===== src/rtl/a2d_sweep_ctrl_pkg.sv =====
// rtl/a2d_sweep_ctrl_pkg.sv - shared types and helpers for the ADC sweep sequencer
package a2d_pkg;

  localparam int NUM_CH = 8;

  typedef enum logic [2:0] {IDLE, ISSUE, WAIT, GAP, FIN} a2d_state_t;

  function automatic logic [15:0] a2d_cmd(input logic [2:0] ch);
    return {2'b00, ch, 11'h000};
  endfunction

endpackage


===== src/rtl/a2d_sweep_ctrl_chan_sel.sv =====
// rtl/a2d_sweep_ctrl_chan_sel.sv - next/lowest enabled channel lookup
module a2d_chan_sel
  import a2d_pkg::*;
(
  input  logic [NUM_CH-1:0] mask,
  input  logic [2:0]        cur,
  output logic [2:0]        nxt,
  output logic              last,
  output logic [2:0]        low
);

  // Walk downward so the final hit is the lowest qualifying channel.
  always_comb begin
    nxt  = '0;
    last = 1'b1;
    low  = '0;
    for (int i = NUM_CH - 1; i >= 0; i--) begin
      if (mask[i]) low = 3'(i);
      if (mask[i] && (3'(i) > cur)) begin
        nxt  = 3'(i);
        last = 1'b0;
      end
    end
  end

endmodule


===== src/rtl/a2d_sweep_ctrl.sv =====
// rtl/a2d_sweep_ctrl.sv - sweeps enabled ADC channels through SPI_mstr, realigning
// the one-transaction response latency into a per-channel result file.
module a2d_sweep_ctrl
  import a2d_pkg::*;
#(
  parameter int GAP    = 4,
  parameter int PERIOD = 0
) (
  input  logic              clk,
  input  logic              rst_n,
  input  logic              strt,
  input  logic [NUM_CH-1:0] ch_en,
  output logic              wrt,
  output logic [15:0]       cmd,
  input  logic              done,
  input  logic [15:0]       rd_data,
  input  logic [2:0]        rd_ch,
  output logic [11:0]       rd_val,
  output logic [NUM_CH-1:0] res_vld,
  output logic              busy,
  output logic              cnv_cmplt
);

  a2d_state_t        state;
  logic [NUM_CH-1:0] mask;
  logic [2:0]        cur_ch;
  logic [2:0]        prev_ch;
  logic              have_prev;
  logic              final_txn;
  logic [7:0]        gap_cnt;
  logic [11:0]       result [NUM_CH];

  logic [NUM_CH-1:0] sel_mask;
  logic [2:0]        nxt_ch;
  logic [2:0]        low_ch;
  logic              last_ch;
  logic              due;
  logic              start;
  logic              unused_rd_hi;

  assign unused_rd_hi = ^rd_data[15:12];
  assign start        = (state == IDLE) && (strt || due);
  assign rd_val       = result[rd_ch];

  // In IDLE the live mask is consulted so the first command is ready on the start edge.
  assign sel_mask = (state == IDLE) ? ch_en : mask;

  a2d_chan_sel u_chan_sel (
    .mask (sel_mask),
    .cur  (cur_ch),
    .nxt  (nxt_ch),
    .last (last_ch),
    .low  (low_ch)
  );

  generate
    if (PERIOD > 0) begin : g_period
      localparam int PW = (PERIOD > 1) ? $clog2(PERIOD) : 1;
      logic [PW-1:0] per_cnt;

      // Saturates once due so a sweep that cannot start yet stays pending.
      always_ff @(posedge clk or negedge rst_n) begin
        if (!rst_n)                          per_cnt <= '0;
        else if (start)                      per_cnt <= '0;
        else if (per_cnt != PW'(PERIOD - 1)) per_cnt <= per_cnt + 1'b1;
      end

      assign due = (per_cnt == PW'(PERIOD - 1));
    end else begin : g_no_period
      assign due = 1'b0;
    end
  endgenerate

  always_ff @(posedge clk or negedge rst_n) begin
    if (!rst_n) begin
      state     <= IDLE;
      wrt       <= 1'b0;
      cmd       <= '0;
      busy      <= 1'b0;
      cnv_cmplt <= 1'b0;
      mask      <= '0;
      cur_ch    <= '0;
      prev_ch   <= '0;
      have_prev <= 1'b0;
      final_txn <= 1'b0;
      gap_cnt   <= '0;
      res_vld   <= '0;
      for (int i = 0; i < NUM_CH; i++) result[i] <= '0;
    end else begin
      wrt       <= 1'b0;
      cnv_cmplt <= 1'b0;
      case (state)
        IDLE: begin
          if (start) begin
            mask      <= ch_en;
            cur_ch    <= low_ch;
            have_prev <= 1'b0;
            final_txn <= 1'b0;
            busy      <= 1'b1;
            wrt       <= |ch_en;
            if (|ch_en) cmd <= a2d_cmd(low_ch);
            state     <= ISSUE;
          end
        end
        ISSUE: begin
          if (mask == '0) begin
            busy      <= 1'b0;
            cnv_cmplt <= 1'b1;
            state     <= FIN;
          end else begin
            state <= WAIT;
          end
        end
        WAIT: begin
          if (done) begin
            // The response belongs to the channel requested one transaction earlier.
            if (have_prev) begin
              result[prev_ch]  <= rd_data[11:0];
              res_vld[prev_ch] <= 1'b1;
            end
            have_prev <= 1'b1;
            prev_ch   <= cur_ch;
            cur_ch    <= last_ch ? low_ch : nxt_ch;
            final_txn <= last_ch;
            gap_cnt   <= '0;
            if (final_txn) begin
              busy      <= 1'b0;
              cnv_cmplt <= 1'b1;
              state     <= FIN;
            end else begin
              state <= a2d_pkg::GAP;
            end
          end
        end
        a2d_pkg::GAP: begin
          if (gap_cnt == 8'(GAP - 1)) begin
            wrt   <= 1'b1;
            cmd   <= a2d_cmd(cur_ch);
            state <= ISSUE;
          end else begin
            gap_cnt <= gap_cnt + 8'd1;
          end
        end
        FIN:     state <= IDLE;
        default: state <= IDLE;
      endcase
    end
  end

endmodule

===== config.mk =====
export PLATFORM = sky130hd
export DESIGN_NAME = a2d_sweep_ctrl
export DESIGN_NICKNAME = d
export VERILOG_FILES = /design/src/rtl/a2d_sweep_ctrl_pkg.sv /design/src/rtl/a2d_sweep_ctrl_chan_sel.sv /design/src/rtl/a2d_sweep_ctrl.sv
export SDC_FILE = /design/constraint.sdc
export NUM_CORES = 1
export LEC_CHECK = 0
export ABC_AREA = 1
export BUFFER_PORTS_ARGS = -buffer_cell sky130_fd_sc_hd__buf_2
export CAP_MARGIN = 20
export CORE_AREA = 2 2 80 140
export CTS_CLUSTER_SIZE = 10
export DETAILED_ROUTE_END_ITERATION = 10
export DIE_AREA = 0 0 82 142
export PLACE_DENSITY = 0.86
export SYNTH_ARGS = -nofsm -noshare
export SYNTH_HDL_FRONTEND = slang
export SYNTH_SLANG_ARGS = --single-unit

===== constraint.sdc =====
create_clock -name clk -period 3.4 [get_ports clk]
set_input_delay 0.34 -clock clk [delete_from_list [all_inputs] [get_ports clk]]
set_output_delay 0.34 -clock clk [all_outputs]
set_load 0.05 [all_outputs]

==> summary.txt, run 1 <==
Setup path
  • Reg2Reg Depth: 11
  • Worst Setup Path Type: primary input to output pin
  • Reg-to-reg endpoint: cmd[13]
  • Worst-path maximum fanout: 17
  • R2R Path Start: state[2]
  • R2r setup slk: between 1 and 1.5 ns
  • Setup crit end: rd_val[5]
  • Setup crit start: rd_ch[1]
  • Setup crit end kind: output pin
  • Critical Path RT: 3.06 ns
  • Crit path arrival time: ~2.1 ns
  • CP Launch Type: primary input

Synth
  • Yosys warns: 0
  • Yosys cell types: 38
  • Ys async rst share: 100%
  • Most used DFF post-synth: dfrtp_1
  • Post-synth EDFFs: 0
  • Cells after Synth: 808
  • Syn Area/Cell: slightly above 8 um^2
  • Netlist Area Pre-Place: ~0.0065 mm^2
  • Sequential area share after synthesis: 52.5%
  • Seq cells post-synth: 137

Finish
  • Area of the multi-input gates: 0.00261 mm^2
  • FF/Latch Area: between 0.003 and 0.004 mm^2
  • Fillers: 821
  • Core Util, Final: 70.9%
  • Fin nets: between 800 and 900
  • Area growth, synth to finish: 14.1%
  • Share of post-route cells with drive strength above 1: 12.2%
  • Final instance area: around 0.0075 mm^2
  • Number of diodes: 0

Floorplan
  • Die width: just over 80 um
  • Row count: 50
  • Starting Density: between 60% and 70%
  • Die extent in y: 142 um
  • I/O pins: 70
  • Core area: around 0.011 mm^2
  • Die ar.: roughly 0.012 mm^2

GRT
  • Antenna violations before repair: 0
  • Global router's overall resource usage: roughly 28%
  • Global-route wire length before repair: about 25 mm
  • Largest net degree at the start of global routing: 97
  • Vias in the first global route: ~5.4k
  • GRT Residual Overflow: 0

Hold path
  • HP Class: primary input to asynchronous set/reset pin

CTS
  • Clk_lat worst skew: between 0.4 and 0.5 ns
  • Post_cts resized: 0
  • Max clock buf depth: 2
  • Hold Buf Count CTS: 0
  • Num CTS Buffers: 17
  • Setup bufs post-CTS: 0
  • CTS H-tree lvls: 4
  • Root Buffer Master: clkbuf_16
  • Clock sinks: 137
  • CTS tree: yes
  • CTS clk-pin slew, worst paths: 0.06 ns

STA
  • Final min period: 2.39 ns
  • Setup-failing EPs final: 0
  • Normalized max-slew margin: a little over two fifths
  • Hold Vio Cnt, Final: 0
  • Setup TNS: 0 ns
  • Final Cycle Share: a little over two thirds
  • Worst Skew: 0.00503 ns
  • Max Fclk: 419 MHz
  • Tightest Pin Transition: roughly 0.87 ns
  • Unrepaired setup endpoints after global routing: false
  • Worst hold slack: ~0.0017 ns
  • Fin. max-slew vios: 0

Route
  • DR vias: roughly 5.6k
  • Post-DRT Antenna Nets: 0
  • Drt total wl: ~15 mm
  • Post-route DRC violation count: 0
  • Initial DRC Count: a little under 600
  • Drt pass-1 iters: 5
  • Routed len/inst: between 15 and 20 um
  • Via density: 5.60

Pwr
  • Worst vdd ir: just under 0.7 mV
  • Power Density: between 800 and 900 mW/mm^2
  • Pleak: about 3.7 nW

Outcome
  • Status: finished, final reports clean

Placed design
  • Post-DP HPWL: ~9.3 mm
  • Gpl congestion: around 0.90
  • Placed Area: between 0.006 and 0.007 mm^2
  • Port bufs: 52

Flow run
  • Max-cap violations: 0
-- logic make-up after synthesis --
group / Yosys count / share of synthesized area, %
and+or+nand+nor: 331 / 21.2
AOI/OAI and AO/OA: 217 / 17.6
DFF: 137 / 52.5
buffers and inverters: 119 / 8.22
xor gates and xnor gates: 2 / 0.268
adders and majority gates: 1 / 0.192
other: 1 / 0.0574
-- cell type report --
class                   instances  area share (%)
repair buffers                 61            4.65
multi-input cells             564            35.0
clock buffers                  20            5.99
well taps                     130            2.18
flip-flops and latches        137            46.0
clock inverters                11            2.64
inverters                      70            3.53
-- cell usage in the layout (no fill, tap or decap), types with 6 or more instances in the layout --
cell type / instances
dfrtp_1: 137
buf_4: 8
o21ai_0: 145
conb_1: 13
nand4_1: 6
nand2_1: 175
a31oi_1: 12
clkbuf_16: 17
nand3_1: 18
o22ai_1: 14
o21ai_1: 27
inv_1: 69
buf_2: 51
a21oi_1: 10
nor2_1: 114
-- cells in the mapped netlist, types with 3 or more instances --
| library cell | n | share of area, % |
|---|---|---|
| dfrtp_1 | 137 | 53 |
| buf_6 | 4 | 0.69 |
| nand2_1 | 175 | 10 |
| nand3_1 | 18 | 1.4 |
| a21oi_1 | 10 | 0.77 |
| buf_4 | 14 | 1.6 |
| o22ai_1 | 14 | 1.3 |
| clkbuf_1 | 24 | 1.4 |
| o21ai_0 | 145 | 11 |
| buf_2 | 4 | 0.31 |
| nand4_1 | 6 | 0.57 |
| nor2_1 | 114 | 6.6 |
| a31oi_1 | 12 | 1.1 |
| inv_1 | 69 | 4.0 |
| o21ai_1 | 27 | 2.1 |
| nand2_4 | 3 | 0.52 |
-- routing by layer --
metal	global-route usage (%)	share of wire [%]
met4	14.6	3.5
met3	5.77	4.8
met5	0	0
met2	47.4	53
met1	33.4	38
-- flip-flops by register name (all words and copies together) (netlist names) --
name / count
final_txn: 1
prev_ch: 3
state: 3
result: 96
gap_cnt: 8
wrt: 1
busy: 1
cmd: 3
res_vld: 8
have_prev: 1
mask: 8
cnv_cmplt: 1
cur_ch: 3
-- how the worst min path moves through the flow --
stage          slack [ns]         end  depth (start not counted)
2_1_floorplan        0.04        busy                          0
3_3_place_gp         0.44  res_vld[7]                          2
3_5_place_dp         0.45  res_vld[7]                          2
4_1_cts              0.04  result[94]                          1
5_1_grt              0.08  result[94]                          1
6_report            0.002  result[94]                          1
-- per-stage QoR --
stage | worst slack (ns) | total power, mW | cells
6_report | 1.01 | 6.51 | 993
5_1_grt | 0.848 | 6.93 | 993
4_1_cts | 1.12 | 6.53 | 993
3_5_place_dp | 1.12 | 4.49 | 962
3_3_place_gp | 1.16 | 4.41 | 962
2_1_floorplan | 1.09 | 4.04 | 820
-- critical path, cell delays in order --
cell and delay (ns):
buf_2 0.10, inv_1 0.44, o21ai_0 0.21, o22ai_1 0.19, nor2_1 0.06, a31oi_1 0.35
buf_2 0.34
-- power breakdown --
group          leakage, nW  internal [mW]  switching (mW)
Combinational         1.61          0.649            1.36
Clock                0.306           1.32           0.675
Sequential            1.78           2.16           0.346
Total                 3.70           4.13            2.38
Power figures use the tool's default switching activity.
==> run 2: changes to the inputs <==
- CORE_AREA: 2 2 80 140 -> 2 2 83 145
- DIE_AREA: 0 0 82 142 -> 0 0 85 147
- PLACE_DENSITY: 0.86 -> 0.8
- clock period: 3.4 -> 2.4 ns (I/O delays scaled with it)
==> summary.txt, run 2 (synthesized netlist as in run 1, its figures left out) <==
Setup path
  • Setup crit end kind: flop (was output pin)
  • Critical Path RT: 2.69 ns (was 3.06 ns)
  • CP Launch Type: flop (was primary input)
  • Worst Setup Path Type: flop to flop (was primary input to output pin)
  • Worst-path maximum fanout: 25 (was 17)
  • Crit path arrival time: 2.41 ns (was 2.05 ns)

CTS
  • Num CTS Buffers: 17 (unchanged)
  • CTS tree: yes (unchanged)
  • Root Buffer Master: clkbuf_16 (unchanged)
  • Clock sinks: 137 (unchanged)
  • Clk_lat worst skew: 0.42 ns (was 0.41 ns)
  • CTS H-tree lvls: 4 (unchanged)
  • CTS clk-pin slew, worst paths: 0.06 ns (about the same)
  • Max clock buf depth: 2 (unchanged)
  • Setup bufs post-CTS: 0 (unchanged)

Floorplan
  • I/O pins: 70 (unchanged)
  • Row count: 52 (was 50)
  • Core area: 0.0114 mm^2 (was 0.0105 mm^2)
  • Die ar.: 0.0125 mm^2 (was 0.0116 mm^2)
  • Die extent in y: 147 um (was 142 um)
  • Die width: 85 um (was 82 um)
  • Starting Density: 57.3% (was 62.1%)

Finish
  • Most flop-heavy register: result (unchanged)
  • Fillers: 972 (was 821)
  • Final instance area: 0.00749 mm^2 (was 0.00745 mm^2)
  • Max reg flops: 96 (unchanged)
  • Share of post-route cells with drive strength above 1: 13.1% (was 12.2%)
  • Area growth, synth to finish: 14.8% (was 14.1%)
  • Core Util, Final: 65.8% (was 70.9%)
  • Number of diodes: 0 (unchanged)
  • Fin nets: 890 (was 883)
  • Commonest cells after routing, fill and taps aside: 175 x nand2_1, 145 x o21ai_0, 137 x dfrtp_1 (unchanged)
  • Most common cell after layout, fill and taps aside: nand2_1 (unchanged)

Route
  • Post-DRT Antenna Nets: 0 (unchanged)
  • Initial DRC Count: 368 (was 595)
  • DR vias: 5522 (was 5561)
  • Post-route DRC violation count: 0 (unchanged)
  • Drt total wl: 15.2 mm (about the same)
  • Drt pass-1 iters: 5 (unchanged)
  • Routed len/inst: 15.1 um (was 15.3 um)
  • Via density: 5.49 (was 5.60)

STA
  • Unrepaired setup endpoints after global routing: false (unchanged)
  • Worst hold slack: 0.129 ns (was 0.00171 ns)
  • Final min period: 2.12 ns
  • Worst Skew: 0.00635 ns (was 0.00503 ns)
  • Fin. max-slew vios: 0 (unchanged)
  • Setup TNS: 0 ns (unchanged)
  • Hold Vio Cnt, Final: 0 (unchanged)
  • Normalized max-slew margin: 65.8% (was 42.2%)
  • Setup-failing EPs final: 0 (unchanged)
  • Max Fclk: ~470 MHz
  • Final Cycle Share: approximately nine tenths
  • Tightest Pin Transition: 0.513 ns (was 0.866 ns)

Placed design
  • Port bufs: 52 (unchanged)
  • Gpl congestion: 0.904 (about the same)
  • Post-DP HPWL: 9.69 mm (was 9.33 mm)
  • Placed Area: 0.00690 mm^2 (was 0.00681 mm^2)

GRT
  • Global-route wire length before repair: 25.3 mm (was 25.0 mm)
  • Largest net degree at the start of global routing: 49 (was 97)
  • Antenna violations before repair: 0 (unchanged)
  • Global router's overall resource usage: 25.7% (was 28.2%)
  • GRT Residual Overflow: 0 (unchanged)
  • Vias in the first global route: 5371 (was 5385)

Flow run
  • Max-cap violations: 0 (unchanged)

Pwr
  • Power Density: 1200 mW/mm^2 (was 873 mW/mm^2)
  • Pleak: 3.72 nW (was 3.70 nW)
  • Worst vdd ir: 0.874 mV (was 0.694 mV)

Hold path
  • HP Class: primary input to flop (was primary input to asynchronous set/reset pin)

Outcome
  • Status: finished, final reports clean (unchanged)
[run 2: cell types whose count changed in the layout (fill, tap and decap cells not counted)]
cell	change
inv_6	+3
bufinv_16	-3
clkinv_4	-2
buf_4	+3
buf_12	+3
clkinvlp_4	+3
clkbuf_1	-2
clkinv_2	+2
dlygate4sd3_1	+1
[run 2: power breakdown]
group / switching (mW) / leakage, nW / internal [mW] / total, mW
sequential: 0.475 / 1.78 / 3.06 / 3.53
combinational: 1.94 / 1.66 / 0.938 / 2.87
clock: 1.00 / 0.275 / 1.56 / 2.56
[run 2: worst max-delay path, cell delays in order, from the launching register on]
cell     delay, ns
dfrtp_1       0.44
nor2_4        0.19
nand2_2       0.13
inv_2         0.11
nand2_4       0.11
nor3_4        0.36
nand3_4       0.39
nand2_1       0.17
o21ai_1       0.07
[run 2: what timing repair did]
item / in CTS / in global routing
endpoints found under the setup margin: 0 / 0
hold buffers: 1 / 0
hold endpoints to repair: 26 / 0
gates resized for setup: 0 / 0
[run 2: stage by stage]
step                cells  worst slack [ns]  total power [mW]
CTS                  1006             0.279              9.01
finish               1006             0.279              8.97
global route         1006            0.0694              9.60
global placement      973             0.344              6.31
detailed placement    973             0.315              6.39
floorplan             820             0.286              5.72
[run 2: layout make-up]
class / instances / area [um^2] / share of cell area [%]
Clock inverter: 14 / 148 / 1.97
Tap cell: 135 / 169 / 2.25
Inverter: 70 / 263 / 3.51
Sequential cell: 137 / 3430 / 45.7
Clock buffer: 18 / 439 / 5.86
Timing Repair Buffer: 68 / 439 / 5.86
Multi-Input combinational cell: 564 / 2610 / 34.8
[run 2: final timing paths]
path / startpoint / to / slack, ns / depth (start not counted)
setup reg to reg: state[2] / result[90] / 0.28 / 8
max in group asynchronous: rst_n / cnv_cmplt / 1.40 / 3
hold / removal: ch_en[1] / mask[1] / 0.13 / 3
setup / recovery: state[2] / result[90] / 0.28 / 8
min in group asynchronous: rst_n / res_vld[7] / 0.25 / 2
hold reg to reg: res_vld[2] / res_vld[2] / 0.46 / 2
[run 2: metal layers]
layer / up-vias / wire, um / track usage, %
li1: 2718 / - / -
met1: 2615 / 5890 / 29.3
met2: 151 / 8150 / 45.5
met3: 38 / 631 / 5.67
met4: 0 / 488 / 11.1
met5: - / 0 / 0
==> run 3: changes to the inputs <==
==> constraint.sdc (replaced) <==
create_clock -name clk -period 2.4 [get_ports clk]
set_input_delay 0.24 -clock clk [delete_from_list [all_inputs] [get_ports clk]]
set_output_delay 0.24 -clock clk [all_outputs]
set_load 0.02 [all_outputs]
==> summary.txt, run 3 (synthesized netlist as in run 1, its figures left out) <==
Outcome
  • Status: finished, final reports clean (unchanged)

Setup path
  • Worst Setup Path Type: flop to flop (unchanged)
  • Reg2Reg Depth: 8 (unchanged)
  • CP cell instances: nor2_4 > nand2_2 > inv_2 > nand2_4 > nor3_4 > nand3_4 > nand2_1 > o21ai_1 (unchanged)
  • Crit path max-delay cell type: dfrtp_1 (unchanged)
  • R2R Path Start: state[2] (unchanged)
  • Reg-to-reg endpoint: result[88] (was result[90])
  • Critical Path RT: 2.68 ns (was 2.69 ns)
  • Critical Path Max Stage Delay: 0.44 ns (about the same)
  • R2r setup slk: 0.22 ns (was 0.28 ns)
  • Top Family by Delay on Critical Path: simple AND/OR/NAND/NOR gates (unchanged)
  • Worst-path maximum fanout: 25 (unchanged)
  • Crit path arrival time: 2.46 ns (was 2.41 ns)
  • CP Launch Type: flop (unchanged)
  • Setup crit end kind: flop (unchanged)
  • WP buf/inv: 1 (unchanged)

Placed design
  • Post-Place Setup Slack: 0.288 ns (was 0.315 ns)
  • Port bufs: 52 (unchanged)
  • Cells after DPL: 977 (was 973)
  • Gpl congestion: 0.881 (was 0.904)
  • Post-DP HPWL: 9.97 mm (was 9.69 mm)
  • Placed Area: 0.00690 mm^2 (about the same)

CTS
  • Root Buffer Master: clkbuf_16 (unchanged)
  • CTS tree: yes (unchanged)
  • CTS H-tree lvls: 4 (unchanged)
  • Num CTS Buffers: 17 (unchanged)
  • Clock sinks: 137 (unchanged)
  • Clk_lat worst skew: 0.42 ns (about the same)
  • Max clock buf depth: 2 (unchanged)
  • CTS clk-pin slew, worst paths: 0.06 ns (about the same)

Route
  • Post-route DRC violation count: 0 (unchanged)
  • Drt pass-1 iters: 5 (unchanged)
  • Post-DRT Antenna Nets: 0 (unchanged)
  • DR vias: 5605 (was 5522)
  • Routed len/inst: 15.0 um (was 15.1 um)
  • Initial DRC Count: 422 (was 368)
  • Drt total wl: 15.2 mm (about the same)
  • Via density: 5.55 (was 5.49)

GRT
  • GRT Residual Overflow: 0 (unchanged)
  • Largest net degree at the start of global routing: 67 (was 49)
  • Global-route wire length before repair: 25.6 mm (was 25.3 mm)
  • Vias in the first global route: 5391 (was 5371)
  • Antenna violations before repair: 0 (unchanged)
  • Global router's overall resource usage: 25.9% (was 25.7%)

Finish
  • Share of post-route cells with drive strength above 1: 13.5% (was 13.1%)
  • Max reg flops: 96 (unchanged)
  • Final instance area: 0.00751 mm^2 (was 0.00749 mm^2)
  • Most common cell after layout, fill and taps aside: nand2_1 (unchanged)
  • Core Util, Final: 66.0% (was 65.8%)
  • Fillers: 961 (was 972)
  • Non-filler cells, final: 1010 (was 1006)
  • Fin nets: 894 (was 890)
  • FF/Latch Area: 0.00343 mm^2 (unchanged)
  • Most flop-heavy register: result (unchanged)
  • Number of diodes: 0 (unchanged)
  • Area growth, synth to finish: 15.1% (was 14.8%)
  • Area of the multi-input gates: 0.00261 mm^2 (unchanged)
  • Commonest cells after routing, fill and taps aside: 175 x nand2_1, 145 x o21ai_0, 137 x dfrtp_1 (unchanged)

Hold path
  • Hold_sp: ch_en[6] (was ch_en[1])
  • Hold path depth: 3 (unchanged)
  • Hold path endpoint: mask[6] (was mask[1])
  • HP Class: primary input to flop (unchanged)

STA
  • Setup-failing EPs final: 0 (unchanged)
  • Worst hold slack: 0.123 ns (was 0.129 ns)
  • Final Cycle Share: 90.8% (was 88.4%)
  • Fin. max-slew vios: 0 (unchanged)
  • Hold Vio Cnt, Final: 0 (unchanged)
  • Setup TNS: 0 ns (unchanged)
  • Setup ws final: 0.221 ns (was 0.279 ns)
  • Final min period: 2.18 ns (was 2.12 ns)
  • Normalized max-slew margin: 57.6% (was 65.8%)
  • Tightest Pin Transition: 0.636 ns (was 0.513 ns)
  • Worst Skew: 0.00872 ns (was 0.00635 ns)
  • Unrepaired setup endpoints after global routing: false (unchanged)
  • Max Fclk: 459 MHz (was 472 MHz)

Floorplan
  • I/O pins: 70 (unchanged)
  • Starting Density: 57.3% (unchanged)
  • Core area: 0.0114 mm^2 (unchanged)
  • Row count: 52 (unchanged)
  • Die extent in y: 147 um (unchanged)
  • Die width: 85 um (unchanged)
  • Die ar.: 0.0125 mm^2 (unchanged)

Pwr
  • Worst vdd ir: 0.903 mV (was 0.874 mV)
  • Power Density: 1180 mW/mm^2 (was 1200 mW/mm^2)
  • Total power: 8.86 mW (was 8.97 mW)
  • Pleak: 3.75 nW (was 3.72 nW)

Flow run
  • Max-cap violations: 0 (unchanged)
-- run 3: cell count changes in the layout (fill, tap and decap cells not counted), sizes merged --
cell	previous run	this run
buf	67	71
clkinvlp	5	1
inv	73	77
-- run 3: layout make-up --
class,count,area share (%)
Inverter,70,3.50
Clock buffer,18,5.84
Clock inverter,14,2.16
Sequential cell,137,45.6
Tap cell,135,2.25
Timing Repair Buffer,72,5.91
Multi-Input combinational cell,564,34.7
-- run 3: tightest hold or removal path, stage by stage --
cell and delay, ns:
buf_2 0.09, inv_1 0.07, o21ai_0 0.09
-- run 3: report_power, final --
part	leakage (nW)	switching [mW]	internal (mW)	total (mW)
clock network	0.295	1.05	1.59	2.64
logic	1.67	1.73	0.949	2.67
registers	1.78	0.488	3.06	3.55
total	3.75	3.26	5.59	8.86
-- run 3: layer usage --
metal,track usage [%],vias to the layer above,wire (um)
met5,0,-,0
met2,45.9,184,8140
li1,-,2729,-
met3,4.61,37,688
met1,30.8,2655,5900
met4,10.2,0,466
-- run 3: worst max-delay path by stage --
stage / from / end / slack, ns / cells past startpoint
global placement: state[2] / result[86] / 0.34 / 8
finish: state[2] / result[88] / 0.22 / 8
CTS: state[2] / result[88] / 0.23 / 8
floorplan: state[2] / result[95] / 0.70 / 9
global route: state[2] / cur_ch[0] / 0.02 / 14
detailed placement: state[2] / result[88] / 0.29 / 8
-- run 3: what timing repair did --
| item | 4_1_cts | 5_1_grt |
|---|---|---|
| hold buffers | 1 | 0 |
| hold endpoints to repair | 62 | 0 |
| resized for setup | 0 | 0 |
| setup buffers | 0 | 0 |
